### config.mk
export PLATFORM = sky130hd
export DESIGN_NAME = morse_keyer_flat
export DESIGN_NICKNAME = d
export VERILOG_FILES = /design/src/rtl/morse_pkg.sv /design/src/rtl/morse_keyer_if.sv /design/src/rtl/morse_code_rom.sv /design/src/rtl/morse_keyer.sv /design/src/flat_wrapper.sv
export SDC_FILE = /design/constraint.sdc
export NUM_CORES = 1
export LEC_CHECK = 0
export CORE_UTILIZATION = 55
export CTS_CLUSTER_DIAMETER = 150
export DETAILED_ROUTE_END_ITERATION = 12
export PLACE_DENSITY = 0.84
export SKIP_LAST_GASP = 1
export SLEW_MARGIN = 20
export SYNTH_ARGS = -nofsm -noshare
export SYNTH_HDL_FRONTEND = slang
export SYNTH_SLANG_ARGS = --single-unit
export TNS_END_PERCENT = 100
### constraint.sdc
create_clock -name i_Clk -period 12.7 [get_ports i_Clk]
set_input_delay 3.175 -clock i_Clk [delete_from_list [all_inputs] [get_ports i_Clk]]
set_output_delay 3.175 -clock i_Clk [all_outputs]
set_load 0.02 [all_outputs]
### src/rtl/morse_pkg.sv
// Shared types and constants for the Morse keyer.
package morse_pkg;

  typedef enum logic [2:0] {
    IDLE,
    MARK,
    SYM_GAP,
    LETTER_GAP,
    WORD_GAP,
    ERR
  } state_t;

  // Default timing, in Morse units.
  localparam int DEF_DASH_UNITS       = 3;
  localparam int DEF_LETTER_GAP_UNITS = 3;
  localparam int DEF_WORD_GAP_UNITS   = 7;

  localparam logic [7:0] ASCII_SPACE    = 8'h20;
  localparam logic [7:0] ASCII_CASE_OFS = 8'h20;  // 'a' - 'A'
  localparam logic [7:0] ASCII_LOWER_A  = 8'h61;
  localparam logic [7:0] ASCII_LOWER_Z  = 8'h7A;

  function automatic int umax(input int a, input int b);
    return (a > b) ? a : b;
  endfunction

endpackage

### src/rtl/morse_keyer_if.sv
// Character handshake plus key/status outputs of the Morse keyer.
interface morse_keyer_if;
  logic [7:0] i_ASCII;
  logic       i_Valid;
  logic       o_Ready;
  logic       o_Key;
  logic       o_Busy;
  logic       o_Done;
  logic       o_Error;

  modport master (
    output i_ASCII, i_Valid,
    input  o_Ready, o_Key, o_Busy, o_Done, o_Error
  );

  modport slave (
    input  i_ASCII, i_Valid,
    output o_Ready, o_Key, o_Busy, o_Done, o_Error
  );
endinterface

### src/rtl/morse_code_rom.sv
// Uppercase ASCII to Morse pattern lookup. pattern[0] is the first symbol
// sent, 1 = dash. Punctuation exists only when MAX_SYMBOLS is 6.
module morse_code_rom #(
  parameter int MAX_SYMBOLS = 5
) (
  input  logic [7:0]                       ascii,
  output logic [MAX_SYMBOLS-1:0]           pattern,
  output logic [$clog2(MAX_SYMBOLS+1)-1:0] length,
  output logic                             supported
);

  // Table is written in send order (first symbol = MSB of the used bits),
  // which is how Morse is normally read; {length, code}.
  logic [8:0] ent;
  logic [5:0] code;
  logic [2:0] n;

  // Character lookup.
  always_comb begin
    ent = '0;
    case (ascii)
      "A": ent = {3'd2, 6'b01};
      "B": ent = {3'd4, 6'b1000};
      "C": ent = {3'd4, 6'b1010};
      "D": ent = {3'd3, 6'b100};
      "E": ent = {3'd1, 6'b0};
      "F": ent = {3'd4, 6'b0010};
      "G": ent = {3'd3, 6'b110};
      "H": ent = {3'd4, 6'b0000};
      "I": ent = {3'd2, 6'b00};
      "J": ent = {3'd4, 6'b0111};
      "K": ent = {3'd3, 6'b101};
      "L": ent = {3'd4, 6'b0100};
      "M": ent = {3'd2, 6'b11};
      "N": ent = {3'd2, 6'b10};
      "O": ent = {3'd3, 6'b111};
      "P": ent = {3'd4, 6'b0110};
      "Q": ent = {3'd4, 6'b1101};
      "R": ent = {3'd3, 6'b010};
      "S": ent = {3'd3, 6'b000};
      "T": ent = {3'd1, 6'b1};
      "U": ent = {3'd3, 6'b001};
      "V": ent = {3'd4, 6'b0001};
      "W": ent = {3'd3, 6'b011};
      "X": ent = {3'd4, 6'b1001};
      "Y": ent = {3'd4, 6'b1011};
      "Z": ent = {3'd4, 6'b1100};
      "0": ent = {3'd5, 6'b11111};
      "1": ent = {3'd5, 6'b01111};
      "2": ent = {3'd5, 6'b00111};
      "3": ent = {3'd5, 6'b00011};
      "4": ent = {3'd5, 6'b00001};
      "5": ent = {3'd5, 6'b00000};
      "6": ent = {3'd5, 6'b10000};
      "7": ent = {3'd5, 6'b11000};
      "8": ent = {3'd5, 6'b11100};
      "9": ent = {3'd5, 6'b11110};
      ".": if (MAX_SYMBOLS >= 6) ent = {3'd6, 6'b010101};
      ",": if (MAX_SYMBOLS >= 6) ent = {3'd6, 6'b110011};
      "?": if (MAX_SYMBOLS >= 6) ent = {3'd6, 6'b001100};
      default: ent = '0;
    endcase
  end

  assign code = ent[5:0];
  assign n    = ent[8:6];

  // Reverse the used bits so the first symbol lands in bit 0.
  always_comb begin
    pattern = '0;
    for (int i = 0; i < MAX_SYMBOLS; i++)
      if (3'(i) < n) pattern[i] = code[n - 3'd1 - 3'(i)];
  end

  assign length    = ($clog2(MAX_SYMBOLS+1))'(n);
  assign supported = (n != 3'd0);

endmodule

### src/rtl/morse_keyer.sv
// Serial Morse transmitter: accepts ASCII over valid/ready and drives a key
// line with unit timing, symbol/letter gaps and word spacing.
module morse_keyer
  import morse_pkg::*;
#(
  parameter int CLKS_PER_UNIT    = 2_500_000,
  parameter int MAX_SYMBOLS      = 5,
  parameter int DASH_UNITS       = DEF_DASH_UNITS,
  parameter int LETTER_GAP_UNITS = DEF_LETTER_GAP_UNITS,
  parameter int WORD_GAP_UNITS   = DEF_WORD_GAP_UNITS
) (
  input  logic          i_Clk,
  input  logic          i_Rst,
  morse_keyer_if.slave  bus
);

  localparam int CW          = $clog2(CLKS_PER_UNIT);
  // A space only adds what the preceding letter gap did not already provide.
  localparam int SPACE_UNITS = WORD_GAP_UNITS - LETTER_GAP_UNITS;
  localparam int MAX_UNITS   = umax(umax(DASH_UNITS, LETTER_GAP_UNITS), umax(SPACE_UNITS, 1));
  localparam int UW          = $clog2(MAX_UNITS + 1);
  localparam int LW          = $clog2(MAX_SYMBOLS + 1);

  state_t                 state;
  logic [CW-1:0]          unit_cnt;
  logic [UW-1:0]          units_left;   // units remaining after the current one
  logic [MAX_SYMBOLS-1:0] pat;          // bit 0 is always the current symbol
  logic [LW-1:0]          syms_left;    // symbols after the current one
  logic                   key_q, busy_q, done_q, err_q;

  logic [7:0]             ascii_up;
  logic [MAX_SYMBOLS-1:0] rom_pat;
  logic [LW-1:0]          rom_len;
  logic                   rom_ok;
  logic                   accept, unit_end, span_end;

  assign ascii_up = (bus.i_ASCII >= ASCII_LOWER_A && bus.i_ASCII <= ASCII_LOWER_Z)
                    ? bus.i_ASCII - ASCII_CASE_OFS : bus.i_ASCII;

  morse_code_rom #(.MAX_SYMBOLS(MAX_SYMBOLS)) u_rom (
    .ascii     (ascii_up),
    .pattern   (rom_pat),
    .length    (rom_len),
    .supported (rom_ok)
  );

  assign bus.o_Ready = (state == IDLE) && !i_Rst;
  assign accept      = bus.i_Valid && bus.o_Ready;
  assign unit_end    = (unit_cnt == CW'(CLKS_PER_UNIT - 1));
  assign span_end    = unit_end && (units_left == '0);

  function automatic logic [UW-1:0] mark_len(input logic dash);
    return dash ? UW'(DASH_UNITS - 1) : '0;
  endfunction

  // Keyer FSM, unit counters and registered outputs.
  always_ff @(posedge i_Clk) begin
    if (i_Rst) begin
      state      <= IDLE;
      unit_cnt   <= '0;
      units_left <= '0;
      pat        <= '0;
      syms_left  <= '0;
      key_q      <= 1'b0;
      busy_q     <= 1'b0;
      done_q     <= 1'b0;
      err_q      <= 1'b0;
    end else begin
      done_q   <= 1'b0;
      err_q    <= 1'b0;
      unit_cnt <= unit_end ? '0 : unit_cnt + 1'b1;
      if (unit_end && units_left != '0) units_left <= units_left - 1'b1;

      case (state)
        IDLE: begin
          unit_cnt <= '0;
          if (accept) begin
            busy_q <= 1'b1;
            if (ascii_up == ASCII_SPACE) begin
              state      <= WORD_GAP;
              units_left <= UW'(SPACE_UNITS - 1);
            end else if (rom_ok) begin
              state      <= MARK;
              pat        <= rom_pat;
              syms_left  <= rom_len - 1'b1;
              units_left <= mark_len(rom_pat[0]);
              key_q      <= 1'b1;
            end else begin
              state <= ERR;
              err_q <= 1'b1;
            end
          end
        end
        MARK: if (span_end) begin
          key_q <= 1'b0;
          if (syms_left != '0) begin
            state      <= SYM_GAP;
            units_left <= '0;
          end else begin
            state      <= LETTER_GAP;
            units_left <= UW'(LETTER_GAP_UNITS - 1);
          end
        end
        SYM_GAP: if (span_end) begin
          state      <= MARK;
          key_q      <= 1'b1;
          pat        <= pat >> 1;
          syms_left  <= syms_left - 1'b1;
          units_left <= mark_len(pat[1]);
        end
        LETTER_GAP, WORD_GAP: if (span_end) begin
          state  <= IDLE;
          busy_q <= 1'b0;
          done_q <= 1'b1;
        end
        ERR: begin
          state    <= IDLE;
          busy_q   <= 1'b0;
          unit_cnt <= '0;
        end
        default: state <= IDLE;
      endcase
    end
  end

  assign bus.o_Key   = key_q;
  assign bus.o_Busy  = busy_q;
  assign bus.o_Done  = done_q;
  assign bus.o_Error = err_q;

endmodule

### src/flat_wrapper.sv
// flat-port wrapper written by rule: the top's interface ports become plain ports
module morse_keyer_flat import morse_pkg::*;
#(
  parameter int CLKS_PER_UNIT    = 2_500_000,
  parameter int MAX_SYMBOLS      = 5,
  parameter int DASH_UNITS       = DEF_DASH_UNITS,
  parameter int LETTER_GAP_UNITS = DEF_LETTER_GAP_UNITS,
  parameter int WORD_GAP_UNITS   = DEF_WORD_GAP_UNITS
)
  (i_Clk, i_Rst, bus_i_ASCII, bus_i_Valid, bus_o_Ready, bus_o_Key, bus_o_Busy, bus_o_Done, bus_o_Error);
  morse_keyer_if bus_i ();
  input  logic i_Clk;
  input  logic i_Rst;
  input wire logic [$bits(bus_i.i_ASCII)-1:0] bus_i_ASCII;
  input wire logic [$bits(bus_i.i_Valid)-1:0] bus_i_Valid;
  output wire logic [$bits(bus_i.o_Ready)-1:0] bus_o_Ready;
  output wire logic [$bits(bus_i.o_Key)-1:0] bus_o_Key;
  output wire logic [$bits(bus_i.o_Busy)-1:0] bus_o_Busy;
  output wire logic [$bits(bus_i.o_Done)-1:0] bus_o_Done;
  output wire logic [$bits(bus_i.o_Error)-1:0] bus_o_Error;
  assign bus_i.i_ASCII = bus_i_ASCII;
  assign bus_i.i_Valid = bus_i_Valid;
  assign bus_o_Ready = bus_i.o_Ready;
  assign bus_o_Key = bus_i.o_Key;
  assign bus_o_Busy = bus_i.o_Busy;
  assign bus_o_Done = bus_i.o_Done;
  assign bus_o_Error = bus_i.o_Error;
  morse_keyer #(.CLKS_PER_UNIT(CLKS_PER_UNIT), .MAX_SYMBOLS(MAX_SYMBOLS), .DASH_UNITS(DASH_UNITS), .LETTER_GAP_UNITS(LETTER_GAP_UNITS), .WORD_GAP_UNITS(WORD_GAP_UNITS)) u_core (.i_Clk(i_Clk), .i_Rst(i_Rst), .bus(bus_i));
endmodule
# Word-level counts from Yosys, hierarchy flattened
# Cells that the tools add are included.
# W data, S select, Z words.
classes:
  order_cmp: 12
  mux: 55
  eq_ne: 49
  add_sub_neg: 9
  reduce_logical: 22
  bitwise_logic: 3
ops:
  columns: ["cell", "count"]
  rows:
  - ["$pmux W9 S36", 1]
  - ["$eq A8 B7 Y1 const B", 26]
  - ["$eq A8 B6 Y1 const B", 11]
  - ["$mux W3", 16]
  - ["$add A22 B1 Y22 const B", 1]
  - ["$eq A22 B22 Y1 const B", 1]
  - ["$lt A3 B4 Y1 const B", 5]
  - ["$mux W5", 4]
  - ["$mux W1", 19]
  - ["$bmux W1 S3", 5]
  - ["$reduce_bool A3 Y1", 5]
  - ["$pmux W3 S4", 1]
  - ["$sub A3 B1 Y3 const B", 4]
  - ["$ne A2 B1 Y1 const B", 5]
  - ["$pmux W5 S2", 1]
  - ["$pmux W3 S3", 1]
  - ["$ge A8 B7 Y1 const B", 1]
  - ["$le A8 B7 Y1 const B", 1]
  - ["$mux W8", 1]
  - ["$reduce_or A4 Y1", 2]
  - ["$sub A8 B6 Y8 const B", 1]
  - ["$eq A3 B2 Y1 const B", 2]
  - ["$eq A3 B3 Y1 const B", 2]
  - ["$logic_not A3 Y1", 2]
  - ["other kinds (19)", 32]
totals:
  inputBits: 11
  output_inout_bits: 5
  regBits: 40

# Longest topological paths before layout
depth:
  word_depth: 14
  ltp_mapped: 16
  mapped_depth_nobuf: 15

# Modules after synthesis
# Synthesis repeated with hierarchy kept, for this count alone.
unflattened:
  cells_unflattened: 410
  area_unflattened_um2: 3140.5
modules_own_cells:
  columns: ["mod", "n_inst", "seq_area_each_um2", "cells_each", "area_each_um2"]
  rows:
  - ["morse_keyer", 1, 780.7, 261, 2162.1]
  - ["morse_code_rom", 1, 0.0, 149, 978.4]

# Least setup slack after synthesis
# Ideal clock, no wire load.
synth_timing:
  kind: "input-to-output"
  start: "input port i_Rst"
  end: "output port bus_o_Ready"
  path_stages: 3
  arrival_ps: 4155
  required_ps: 9525
  slack_ps: 5370
  path_buffers: 2
  path_cell_list: "clkbuf_1 -> clkbuf_1 -> nor4_1"
synth_via:
  elab_chain_cells: 2
synth_lines:
  columns: ["element", "line_no", "text"]
  rows:
  - ["start, declared", "flat_wrapper.sv:13", "input logic i_Rst;"]
  - ["$logic_not A1 Y1", "morse_keyer.sv:47", "assign bus.o_Ready = (state == IDLE) && !i_Rst;"]
  - ["$logic_and A1 B1 Y1", "morse_keyer.sv:47", null]
  - ["end, declared", "flat_wrapper.sv:16", "output wire logic [$bits(bus_i.o_Ready)-1:0] bus_o_Ready;"]
# No other way between the ends.

# Worst setup path in the final report
# Same ends and word-level chain as after synthesis.

==> results.cfg <==
[worst_setup_path]
crit_path_max_incr_delay_ns = 0.70
critPathTopFamily = buffers and inverters
critPathMostFrequentCell = clkdlybuf4s50_1
arrival_ns = 4.82
startpoint_type = input port
crit_type = input port to primary output
cp_num_buf_inv = 2
worstPathRequired_ns = 9.52
critPathSlowestCell = clkdlybuf4s50_1
endpoint_kind = primary output
cp_cell_sequence = clkdlybuf4s50_1 -> nor4_1 -> clkdlybuf4s50_1
critPathMaxFanout = 16

[route]
vias = 3197
viasPerCell = 6.54
totalWireLength_um = 7710
dr.first_iter.drc_count = 233
routedWlPerCell_um = 15.8
drc = 0
ant_nets = 0
dr.pass1.iters = 5

[layout]
syn2layout_area_growth_pct = 6.14
antenna-diode-count = 0
final_layout_size_suffix_gt1_frac = 0.0552
postLayoutCoreUtil = 0.609
nets = 438

[clock_network]
htree_levels = 2
cts_made_buffers = 5
cts_setup_buffers = 0
clkLatencyLatePin_ns = 0.29
post_cts_resized = 0
clock_path_buffers = 2
clk_pin_slew_ns = 0.08
clockRootBuffer = clkbuf_8
clock_sinks = 39
cts_tree = built
holdBufCountCts = 0

[flow_run]
cap_violations = 0

[power_and_ir_drop]
powerDensity_nw_per_um2 = 80.3
p_total_uw = 269
power_leakage_nw = 1.10
peakVddDrop_uv = 47.0

[die]
start_util = 0.574
coreArea_um2 = 5510
rows = 27
die_width_um = 77.8
io_pins = 16
die-area_um2 = 6050
die_y_um = 77.8

[timing]
hold_viol_final = 0
clock_skew_ns = 0.00726
maxSlewHeadroom = 0.358
slew_violations = 0
grt_setup_unrepaired = false
fin_setup_tns_ns = 0
finalWorstSetupSlack_ns = 4.70
fmax_mhz = 125
report.final.setup_viol = 0
finalCritPeriodShare = 0.630
tightestPinTransition_ns = 0.960
min_period_ns = 8.00

[synthesis]
avgSynthCellArea_um2 = 7.50
async_flop_share = 0
netlist_area_um2 = 3160
synth-seq-area-share = 0.247
synth_nets = 443
synth_enable_flop_cells = 0
synth-seq-cells = 39
ys_types = 73
ys_warn_count = 0
synth_ff_type = dfxtp_1
syn_inst = 421

[place]
post-dp-hpwl_um = 5440
gp_congestion = 0.951
pre_cts_ws_ns = 4.72
port-buffer-count = 15

[min_path]
hold_path.class = flop to flop

[grt]
antenna_found_initial = 0
grt_start_max_net_pins = 32
grt_pass1_vias = 2760
grtUsageTotal = 0.254
overflow = 0
grt_pass1_wl_um = 12700

[run_status]
status = completed
-- report_power, final --
group / internal, mW / switching, mW
clock network: 0.0384 / 0.0436
logic: 0.0224 / 0.0373
registers: 0.124 / 0.00303
-- cells in the mapped netlist (4+ instances only) --
cell      number  area share
a21oi_1       28       0.044
a32oi_1        5       0.014
and3_1        11       0.022
buf_2         12       0.019
clkbuf_1      10       0.012
dfxtp_1       39        0.25
ha_1          11       0.044
inv_1         17       0.020
nand2_1       30       0.036
nand3_1       20       0.032
nand3b_1       5       0.012
nand4_1       10       0.020
nor2_1        45       0.053
nor2b_1       13       0.026
nor3_1         8       0.013
nor3b_1        4      0.0095
nor4b_1        4       0.011
nor4bb_1       6       0.019
o211ai_1       5       0.012
o21ai_0       20       0.032
o21ai_1        5      0.0079
o22ai_1        5      0.0099
xnor2_1       10       0.028
xor2_1        13       0.036
-- logic make-up (layout without fill, tap and decap cells) --
| family | after synthesis | in the layout | synth area share |
|---|---|---|---|
| muxes | 4 | 4 | 0.0135 |
| xor gates and xnor gates | 23 | 23 | 0.0638 |
| and+or+nand+nor | 183 | 183 | 0.318 |
| buffers and inverters | 45 | 41 | 0.0630 |
| AOI/OAI and AO/OA | 116 | 116 | 0.251 |
| DFF | 39 | 39 | 0.247 |
| adders and majority gates | 11 | 11 | 0.0436 |
-- sequential cells by signal, summed over array words and instances, names as in the netlist, 3 cells and up --
register and count:
u_core.state 3, u_core.units_left 3, u_core.unit_cnt 22, u_core.pat 4, u_core.syms_left 3
-- layout make-up --
class | count | area [um2]
sequential | 39 | 781
fill | 482 | 2150
tap | 72 | 90.1
timing repair buffer | 15 | 150
inverter | 18 | 67.6
clock inverter | 2 | 12.5
clock buffer | 6 | 72.6
multi-input combinational | 337 | 2180
-- metrics by stage --
step           instance area (um2)  hold slack [ns]  instances
3_3_place_gp                  3270            0.442        481
6_report                      3350            0.454        489
4_1_cts                       3350            0.457        489
3_5_place_dp                  3270            0.446        481
2_1_floorplan                 3160            0.430        421
5_1_grt                       3350            0.482        489
-- worst min-delay path, cell delays in order, from the launching register on --
cell and delay [ns]:
dfxtp_1 0.31, nand2_1 0.05, a21oi_1 0.05
-- cells in the final DEF (no fill, tap or decap), drive strengths merged, types with 5 or more instances in the layout --
master	count
nor2	45
dfxtp	39
nand2	31
a21oi	29
o21ai	25
nand3	20
inv	18
clkdlybuf4s50	15
nor2b	13
xor2	13
and3	11
ha	11
nand4	10
xnor2	10
nor3	8
nor4bb	6
o22ai	6
clkbuf	6
nand3b	5
o211ai	5
a32oi	5
nor3b	5
-- path summary, 6_finish.rpt --
| path | start | endpoint | cells after the start | slack (ns) |
|---|---|---|---|---|
| worst min-delay path | u_core.syms_left[1] | u_core.syms_left[1] | 2 | 0.45 |
| worst min register to register | u_core.syms_left[1] | u_core.syms_left[1] | 2 | 0.45 |
| worst max-delay path | i_Rst | bus_o_Ready | 3 | 4.70 |
| worst max register to register | u_core.unit_cnt[0] | u_core.pat[3] | 9 | 10.04 |
-- metal layers --
metal,part of all wire,vias up,track usage
met4,0.016,0,0.0887
met1,0.43,1487,0.318
li1,-,1545,-
met5,0,-,0
met2,0.49,153,0.438
met3,0.065,12,0.0412
(Power assumes the default switching activity.)
